--- config.mk ---
export PLATFORM = sky130hd
export DESIGN_NAME = sc_debounce_pushbutton
export DESIGN_NICKNAME = d
export VERILOG_FILES = /design/src/rtl/sc_debounce_pkg.sv /design/src/rtl/sc_debounce_channel.sv /design/src/rtl/sc_debounce_pushbutton.sv
export SDC_FILE = /design/constraint.sdc
export NUM_CORES = 1
export LEC_CHECK = 0
export BUFFER_PORTS_ARGS = -buffer_cell sky130_fd_sc_hd__buf_2
export CORE_ASPECT_RATIO = 0.8
export CORE_MARGIN = 1
export CORE_UTILIZATION = 55
export CTS_CLUSTER_SIZE = 30
export DETAILED_ROUTE_END_ITERATION = 8
export GPL_TIMING_DRIVEN = 0
export HOLD_SLACK_MARGIN = 0.08
export PLACE_DENSITY = 0.73
export SLEW_MARGIN = 40
export SYNTH_ARGS = -nofsm -noshare
export SYNTH_HDL_FRONTEND = slang
export SYNTH_HIERARCHICAL = 1
export SYNTH_SLANG_ARGS = --single-unit
--- constraint.sdc ---
create_clock -name SC_DEBOUNCE_CLOCK_50 -period 1.7 [get_ports SC_DEBOUNCE_CLOCK_50]
set_input_delay 0.34 -clock SC_DEBOUNCE_CLOCK_50 [delete_from_list [all_inputs] [get_ports SC_DEBOUNCE_CLOCK_50]]
set_output_delay 0.34 -clock SC_DEBOUNCE_CLOCK_50 [all_outputs]
set_load 0.05 [all_outputs]
--- src/rtl/sc_debounce_pkg.sv ---
// ---------------------------------------------------------------------------
// sc_debounce_pkg : state encoding and defaults for the push-button debouncer
// Revision: 1.0
// ---------------------------------------------------------------------------
`default_nettype none

package sc_debounce_pkg;

  localparam logic [1:0] STATE_STABLE_HIGH = 2'd0;
  localparam logic [1:0] STATE_WAIT_LOW    = 2'd1;
  localparam logic [1:0] STATE_STABLE_LOW  = 2'd2;
  localparam logic [1:0] STATE_WAIT_HIGH   = 2'd3;

  localparam int unsigned DEBOUNCE_COUNT_MAX_DEFAULT   = 500000;
  localparam int unsigned DEBOUNCE_COUNT_WIDTH_DEFAULT = 19;

  typedef enum logic [1:0] {
    ST_STABLE_HIGH = STATE_STABLE_HIGH,
    ST_WAIT_LOW    = STATE_WAIT_LOW,
    ST_STABLE_LOW  = STATE_STABLE_LOW,
    ST_WAIT_HIGH   = STATE_WAIT_HIGH
  } debounce_state_e;

  // The output is held low throughout the whole "pressed" half of the FSM.
  function automatic logic is_low_state(input debounce_state_e state);
    return (state == ST_STABLE_LOW) || (state == ST_WAIT_HIGH);
  endfunction

endpackage

`default_nettype wire

--- src/rtl/sc_debounce_channel.sv ---
// ---------------------------------------------------------------------------
// sc_debounce_channel : 2-FF synchroniser, debounce FSM and output FF, one bit
// Revision: 1.0
// ---------------------------------------------------------------------------
`default_nettype none

module sc_debounce_channel
  import sc_debounce_pkg::*;
#(
  parameter int unsigned COUNT_MAX   = DEBOUNCE_COUNT_MAX_DEFAULT,
  parameter int unsigned COUNT_WIDTH = DEBOUNCE_COUNT_WIDTH_DEFAULT
) (
  input  logic clk_i,
  input  logic rst_i,
  input  logic button_n_i,
  output logic button_n_o
);

  localparam logic [COUNT_WIDTH-1:0] CNT_LAST = COUNT_WIDTH'(COUNT_MAX - 1);

  logic                   sync1_q;
  logic                   sync2_q;
  debounce_state_e        state_q;
  debounce_state_e        state_d;
  logic [COUNT_WIDTH-1:0] cnt_q;
  logic [COUNT_WIDTH-1:0] cnt_d;
  logic                   out_q;
  logic                   out_d;

  always_comb begin
    state_d = state_q;
    cnt_d   = cnt_q;
    case (state_q)
      ST_STABLE_HIGH: begin
        cnt_d = '0;
        if (!sync2_q) state_d = ST_WAIT_LOW;
      end
      ST_WAIT_LOW: begin
        if (sync2_q) begin
          state_d = ST_STABLE_HIGH;
          cnt_d   = '0;
        end else if (cnt_q == CNT_LAST) begin
          state_d = ST_STABLE_LOW;
          cnt_d   = '0;
        end else begin
          cnt_d = cnt_q + COUNT_WIDTH'(1);
        end
      end
      ST_STABLE_LOW: begin
        cnt_d = '0;
        if (sync2_q) state_d = ST_WAIT_HIGH;
      end
      ST_WAIT_HIGH: begin
        if (!sync2_q) begin
          state_d = ST_STABLE_LOW;
          cnt_d   = '0;
        end else if (cnt_q == CNT_LAST) begin
          state_d = ST_STABLE_HIGH;
          cnt_d   = '0;
        end else begin
          cnt_d = cnt_q + COUNT_WIDTH'(1);
        end
      end
      default: begin
        state_d = ST_STABLE_HIGH;
        cnt_d   = '0;
      end
    endcase
    // Output follows the next state so it changes on the same edge as STABLE_* entry.
    out_d = !is_low_state(state_d);
  end

  always_ff @(posedge clk_i or posedge rst_i) begin
    if (rst_i) begin
      sync1_q <= 1'b1;
      sync2_q <= 1'b1;
      state_q <= ST_STABLE_HIGH;
      cnt_q   <= '0;
      out_q   <= 1'b1;
    end else begin
      sync1_q <= button_n_i;
      sync2_q <= sync1_q;
      state_q <= state_d;
      cnt_q   <= cnt_d;
      out_q   <= out_d;
    end
  end

  assign button_n_o = out_q;

endmodule

`default_nettype wire

--- src/rtl/sc_debounce_pushbutton.sv ---
// ---------------------------------------------------------------------------
// sc_debounce_pushbutton : independent debouncers for active-low push buttons
// Revision: 1.0
// ---------------------------------------------------------------------------
`default_nettype none

module sc_debounce_pushbutton
  import sc_debounce_pkg::*;
#(
  parameter int unsigned NUM_BUTTONS = 2,
  parameter int unsigned COUNT_MAX   = DEBOUNCE_COUNT_MAX_DEFAULT,
  parameter int unsigned COUNT_WIDTH = DEBOUNCE_COUNT_WIDTH_DEFAULT
) (
  input  logic                   SC_DEBOUNCE_CLOCK_50,
  input  logic                   SC_DEBOUNCE_RESET_InHigh,
  input  logic [NUM_BUTTONS-1:0] SC_DEBOUNCE_button_InLow,
  output logic [NUM_BUTTONS-1:0] SC_DEBOUNCE_button_OutLow
);

  for (genvar gi = 0; gi < NUM_BUTTONS; gi++) begin : g_channel
    sc_debounce_channel #(
      .COUNT_MAX   (COUNT_MAX),
      .COUNT_WIDTH (COUNT_WIDTH)
    ) u_channel (
      .clk_i      (SC_DEBOUNCE_CLOCK_50),
      .rst_i      (SC_DEBOUNCE_RESET_InHigh),
      .button_n_i (SC_DEBOUNCE_button_InLow[gi]),
      .button_n_o (SC_DEBOUNCE_button_OutLow[gi])
    );
  end

endmodule

`default_nettype wire

==> results.py, run 1 <==
metrics = {
    "logic_synthesis": {
        "async_reset_ff_share_pct": 100,
        "ys_seq_area_share_pct": 51.5,
        "synth_most_common_cell": "dfrtp_1",
        "synth_enable_flop_cells": 0,
        "syn-instance-count": 234,
        "synth_cell_types": 32,
        "synthFlopType": "dfrtp_1",
        "synth_warnings": 6,
        "synth_area_leader_cell": "dfrtp_1",
        "synth_nets": 240,
        "synth_top_area_share_pct": 44.8,
        "synth.area.top_cells": "dfrtp_1 (45%), dfstp_2 (6.7%), xnor2_1 (6.7%)",
        "avgSynthCellArea_um2": 10.0,
        "synth_seq_cells": 48,
        "synth_area_um2": 2350,
        "yosys-top-cells-count": "dfrtp_1 (42), nor2_1 (36), xnor2_1 (18)",
    },
    "routing": {
        "firstDrtPassIters": 4,
        "wl_um": 4810,
        "num_vias": 1771,
        "wl_per_cell_um": 15.2,
        "via_per_inst": 5.59,
        "drtAntennaViolNets": 0,
        "drcViolationCount": 0,
        "drtIter0Drc": 78,
    },
    "worst_hold_path": {
        "min_path_type": "input pin to async pin",
    },
    "grt": {
        "grt_pass1_vias": 1632,
        "antenna_found_initial": 0,
        "grt_use_total_pct": 23.0,
        "grt.overflow.total": 0,
        "grt_max_degree": 25,
        "grt_pass1_wl_um": 7710,
    },
    "die": {
        "coreArea_um2": 3930,
        "start_util_pct": 59.7,
        "dieArea_um2": 4530,
        "num_io_pins": 6,
        "fp-row-count": 20,
        "die_x_um": 75.0,
        "dieHeight_um": 60.4,
    },
    "clock_network": {
        "cts_tree": "yes",
        "cts.sinks": 48,
        "cts-root-buf": "clkbuf_8",
        "clk_latency_ns": 0.29,
        "cts.path.max_buffers": 2,
        "path_clk_slew_ns": 0.09,
        "cts_buffers": 5,
        "h-tree-depth": 2,
    },
    "sta": {
        "rsz0062_at_grt": "yes",
        "fin_tns_setup_ns": 0,
        "worst_pin_slew_ns": 0.521,
        "finalMaxSlewViolations": 0,
        "hold_viol": 0,
        "min_period_over_period_pct": 98.9,
        "setup_viol": 0,
        "max_freq_ghz": 0.595,
        "slew_headroom_pct": 65.2,
        "skew_ns": 0.00667,
        "layout_min_cycle_time_ns": 1.68,
    },
    "outcome": {
        "status": "finished clean",
    },
    "job": {
        "drv_cap": 0,
    },
    "pwr": {
        "p_leak_nw": 1.09,
        "ir_drop_mv": 0.619,
        "pwr_density_cell_nw_per_um2": 678,
        "power.total_mw": 1.94,
    },
    "worst_setup_path": {
        "cp.arrival_ns": 1.90,
        "endpoint_kind": "register",
        "critical_path_class": "register to register",
        "cpMaxStageDelayCell": "dfrtp_1",
        "cp.required_ns": 1.92,
        "cp_cell_sequence": "buf_4 > nand4_1 > or2_4 > or4_1 > a21oi_1",
        "crit_path_start_kind": "register",
        "cpPeakStageDelay_ns": 0.42,
        "r2r-start": "g_channel[0].u_channel/cnt_q[1]",
        "crit_start": "g_channel[0].u_channel/cnt_q[1]",
        "crit_path_max_fanout": 7,
    },
    "cells_and_area": {
        "antenna_cells": 0,
        "multi_input_area_um2": 1230,
        "num-nets-final": 267,
        "seqCellArea_um2": 1230,
        "final.fill_count": 296,
        "post_route_cells_drive_above_1_share_pct": 33.6,
        "area_delta_synth_final_pct": 22.0,
    },
    "place": {
        "gp_congestion": 0.839,
        "io_buffers": 5,
        "dp_hpwl_um": 2990,
    },
}
area by class of cell:
class	instances	area share [%]
Sequential cell	48	43.1
Multi-Input combinational cell	170	42.9
Timing Repair Buffer	23	5.99
Clock buffer	6	2.88
Tap cell	55	2.40
Inverter	10	1.31
Buffer	3	1.05
Clock inverter	2	0.349
per-layer routing:
| layer | vias up | track usage (%) | wire [um] |
|---|---|---|---|
| met4 | 0 | 5.39 | 28 |
| met3 | 4 | 5.48 | 225 |
| met1 | 866 | 35.4 | 2390 |
| met2 | 42 | 32.8 | 2170 |
| li1 | 859 | - | - |
| met5 | - | 0 | 0 |
cells by family after synthesis:
kind of cell | synth area share (%)
AO/OA/AOI/OAI | 4.26
XOR/XNOR | 10.4
buffers and inverters | 2.77
AND/OR/NAND/NOR | 27.3
multiplexers | 2.67
flip-flops | 51.5
adder cells (fa/ha/maj) | 1.07
stage by stage:
stage | instance area (um2) | std cells | setup WS, ns | util, % | hold slack, ns
2_1_floorplan | 2350 | 234 | 0.0556 | - | 0.344
3_3_place_gp | 2440 | 294 | -0.245 | 62.1 | 0.347
3_5_place_dp | 2440 | 294 | -0.264 | 62.1 | 0.347
4_1_cts | 2670 | 308 | -0.00205 | 68.1 | 0.0940
5_1_grt | 2860 | 317 | -0.0417 | 72.9 | 0.121
6_report | 2860 | 317 | 0.0186 | 72.9 | 0.0748
critical path: cells and delay by family (launching register included):
kind	cells	cell delay (ns)
AND/OR/NAND/NOR	3	0.90
buffers and inverters	1	0.14
AO/OA/AOI/OAI	1	0.16
flip-flops	1	0.42
placed cells by master (no fill, tap or decap), types with 3 or more instances in the layout:
master	instances
a21oi_1	6
buf_2	5
buf_4	16
buf_6	5
clkbuf_8	6
dfrtp_1	22
dfrtp_2	20
dfstp_2	6
inv_1	8
mux2i_1	4
nand2_1	16
nand3_1	14
nand4_1	8
nor2_1	36
nor3_1	6
nor4_1	4
nor4_2	3
o21ai_0	4
or2_4	4
or3_1	4
xnor2_1	18
xor2_1	10
worst paths after layout:
kind	depth (start not counted)	slack (ns)	end
max	5	0.02	g_channel[0].u_channel/cnt_q[17]
min	2	0.07	g_channel[1].u_channel/cnt_q[13]
max reg2reg	5	0.02	g_channel[0].u_channel/cnt_q[17]
min reg2reg	0	0.36	g_channel[1].u_channel/sync2_q
max in group asynchronous	2	1.23	g_channel[0].u_channel/cnt_q[14]
min in group SC_DEBOUNCE_CLOCK_50	1	0.14	g_channel[0].u_channel/sync1_q
flip-flops by register name (all words and copies together), names as in the netlist:
name and cells:
g_channel.u_channel/sync2_q 2, g_channel.u_channel/button_n_o 2, g_channel.u_channel/cnt_q 38, g_channel.u_channel/state_q 4, g_channel.u_channel/sync1_q 2
what timing repair did:
item,4_1_cts,5_1_grt
setup endpoints to repair,27,37
hold buffers,0,0
pin swaps,7,8
gates resized for setup,20,35
gates cloned,0,0
buffers inserted,7,11
power by group:
| group | switching (mW) | internal, mW | leakage, nW |
|---|---|---|---|
| clock | 0.369 | 0.325 | 0.0510 |
| sequential | 0.0114 | 1.16 | 0.610 |
| combinational | 0.0525 | 0.0290 | 0.425 |
No activity file was read; power rests on OpenSTA's default activity.
==> inputs of run 2 (changes only) <==
--- a/config.mk
+++ b/config.mk
@@ -6,7 +6,7 @@
 export NUM_CORES = 1
 export LEC_CHECK = 0
 export BUFFER_PORTS_ARGS = -buffer_cell sky130_fd_sc_hd__buf_2
-export CORE_ASPECT_RATIO = 0.8
+export CORE_ASPECT_RATIO = 1.25
 export CORE_MARGIN = 1
 export CORE_UTILIZATION = 55
 export CTS_CLUSTER_SIZE = 30
==> constraint.sdc (replaced) <==
create_clock -name SC_DEBOUNCE_CLOCK_50 -period 1.4 [get_ports SC_DEBOUNCE_CLOCK_50]
set_input_delay 0.28 -clock SC_DEBOUNCE_CLOCK_50 [delete_from_list [all_inputs] [get_ports SC_DEBOUNCE_CLOCK_50]]
set_output_delay 0.28 -clock SC_DEBOUNCE_CLOCK_50 [all_outputs]
set_load 0.05 [all_outputs]
==> run 2 against run 1 <==
Against the previous run:
- the run now ends with negative setup slack left
- routed wire length up 44%
- largest cell class is now multi-input gates
- global-route usage is 7.1 points higher
- highest routed layer unchanged
- cell count is 17% higher
- design area is 24% higher
==> results.py, run 2 (synthesized netlist as in run 1, its figures left out) <==
metrics = {
    "pwr": {
        "swShare_pct": 21.0,
        "power.share.clock_pct": 41.1,
        "p_sw_mw": 0.555,
        "p_leak_nw": 1.45,
        "combPwrFrac_pct": 5.3,
        "intPower_mw": 2.09,
        "power.total_mw": 2.65,
        "ir_drop_mv": 0.638,
        "pwr_density_cell_nw_per_um2": 742,
        "power_frac_seq_pct": 53.6,
    },
    "grt": {
        "grt.overflow.total": 0,
        "antenna_found_initial": 0,
        "grt_pass1_wl_um": 9920,
        "grt_use_total_pct": 30.0,
        "grt_pass1_vias": 2180,
        "grt_max_degree": 25,
    },
    "routing": {
        "wl_per_cell_um": 18.6,
        "num_vias": 2138,
        "drtAntennaViolNets": 0,
        "wl_um": 6920,
        "drtIter0Drc": 108,
        "firstDrtPassIters": 4,
        "drcViolationCount": 0,
        "via_per_inst": 5.75,
    },
    "die": {
        "num_io_pins": 6,
        "dieArea_um2": 4530,
        "start_util_pct": 57.3,
        "fp-row-count": 26,
        "coreArea_um2": 4100,
        "die_x_um": 60.4,
        "dieHeight_um": 75.0,
    },
    "clock_network": {
        "cts.sinks": 48,
        "cts.path.max_buffers": 2,
        "path_clk_slew_ns": 0.09,
        "cts_tree": "yes",
        "cts_buffers": 5,
        "h-tree-depth": 2,
        "cts-root-buf": "clkbuf_8",
        "clk_latency_ns": 0.30,
    },
    "worst_setup_path": {
        "crit_path_start_kind": "register",
        "crit_path_max_fanout": 5,
        "critical_path_class": "register to register",
        "cp.required_ns": 1.60,
        "endpoint_kind": "register",
        "cp.arrival_ns": 1.82,
    },
    "job": {
        "drv_cap": 0,
    },
    "sta": {
        "setup_viol": 40,
        "skew_ns": 0.00795,
        "layout_min_cycle_time_ns": 1.62,
        "slew_headroom_pct": 66.5,
        "min_period_over_period_pct": 116,
        "fin_ws_ns": -0.224,
        "worst_pin_slew_ns": 0.502,
        "holdWs_ns": 0.359,
        "fin_tns_setup_ns": -6.60,
        "max_freq_ghz": 0.616,
        "finalMaxSlewViolations": 0,
        "rsz0062_at_grt": "yes",
        "hold_viol": 0,
    },
    "cells_and_area": {
        "area_delta_synth_final_pct": 51.9,
        "instances_no_fill": 372,
        "post_route_cells_drive_above_1_share_pct": 55.7,
        "postLayoutCoreUtil_pct": 87.0,
        "layout_commonest_cell": "buf_4",
        "reg_top3": "g_channel.u_channel/cnt_q: 38 flops, g_channel.u_channel/state_q: 4 flops",
        "largest_reg_flops": 38,
        "final_cell_mix": "buf_4 (58), dfrtp_1 (25), nor2_2 (19)",
        "largest-register": "g_channel.u_channel/cnt_q",
        "num-nets-final": 321,
        "stdcell_area_um2": 3560,
        "antenna_cells": 0,
    },
    "place": {
        "placed_cell_area_um2": 2580,
        "dp_hpwl_um": 3090,
        "dp_slack_ns": -0.377,
        "io_buffers": 5,
        "dp_cells": 295,
        "gp_congestion": 0.780,
    },
    "outcome": {
        "status": "finished, violations left",
        "violations": "negative setup slack",
    },
    "worst_hold_path": {
        "min_path_type": "register to register",
    },
}
==> run 2: cell types whose count changed in the layout (fill, tap and decap cells not counted), sizes merged <==
| cell | before | now |
|---|---|---|
| buf | 26 | 77 |
| bufinv | 0 | 1 |
| clkbuf | 6 | 7 |
| clkinv | 2 | 0 |
| dlygate4sd3 | 0 | 3 |
==> run 2: layout make-up <==
cell class | count | area (um2)
plain buffers | 4 | 45.0
inverters | 10 | 37.5
clock inverters | 1 | 30.0
flip-flops and latches | 48 | 1230
multi-input cells | 170 | 1450
repair buffers | 76 | 603
fillers | 193 | 534
well taps | 56 | 70.1
clock buffers | 7 | 96.3
==> run 2: critical path, cell delays in order, from the launching register on <==
cell and delay [ns]:
dfrtp_1 0.45, nor4b_4 0.36, nand3_2 0.20, o21ai_4 0.28
buf_6 0.18, nor2_2 0.05
==> run 2: final timing paths <==
path	from	endpoint	slack, ns	cells after the start
max	g_channel[1].u_channel/cnt_q[14]	g_channel[1].u_channel/cnt_q[3]	-0.22	5
min	g_channel[0].u_channel/sync1_q	g_channel[0].u_channel/sync2_q	0.36	0
max reg2reg	g_channel[1].u_channel/cnt_q[14]	g_channel[1].u_channel/cnt_q[3]	-0.22	5
min reg2reg	g_channel[0].u_channel/sync1_q	g_channel[0].u_channel/sync2_q	0.36	0
max in group asynchronous	SC_DEBOUNCE_RESET_InHigh	g_channel[0].u_channel/cnt_q[14]	0.45	3
min in group asynchronous	SC_DEBOUNCE_RESET_InHigh	g_channel[1].u_channel/cnt_q[3]	0.56	3
==> run 2: per-layer routing <==
metal	up-vias	track usage (%)	part of all wire [%]
met5	-	0	0
met4	0	16.7	3.0
met3	21	5.67	3.0
met2	62	55.2	57
met1	1084	31.6	37
li1	971	-	-
==> run 2: timing repair <==
| action | CTS | global route |
|---|---|---|
| setup endpoints to repair | 40 | 40 |
| gates resized for setup | 52 | 28 |
| pin swaps | 46 | 9 |
| cloned | 2 | 0 |
| setup buffers | 57 | 9 |
| hold buffers | 3 | 0 |
| hold endpoints to repair | 44 | 0 |
==> run 2: power groups by stage <==
stage / clock (mW) / combinational (mW) / sequential [mW]
6_report: 1.09 / 0.140 / 1.42
3_3_place_gp: 0 / 0.0791 / 1.44
5_1_grt: 1.15 / 0.152 / 1.42
3_5_place_dp: 0 / 0.0822 / 1.44
2_1_floorplan: 0 / 0.0584 / 1.44
4_1_cts: 1.11 / 0.128 / 1.42
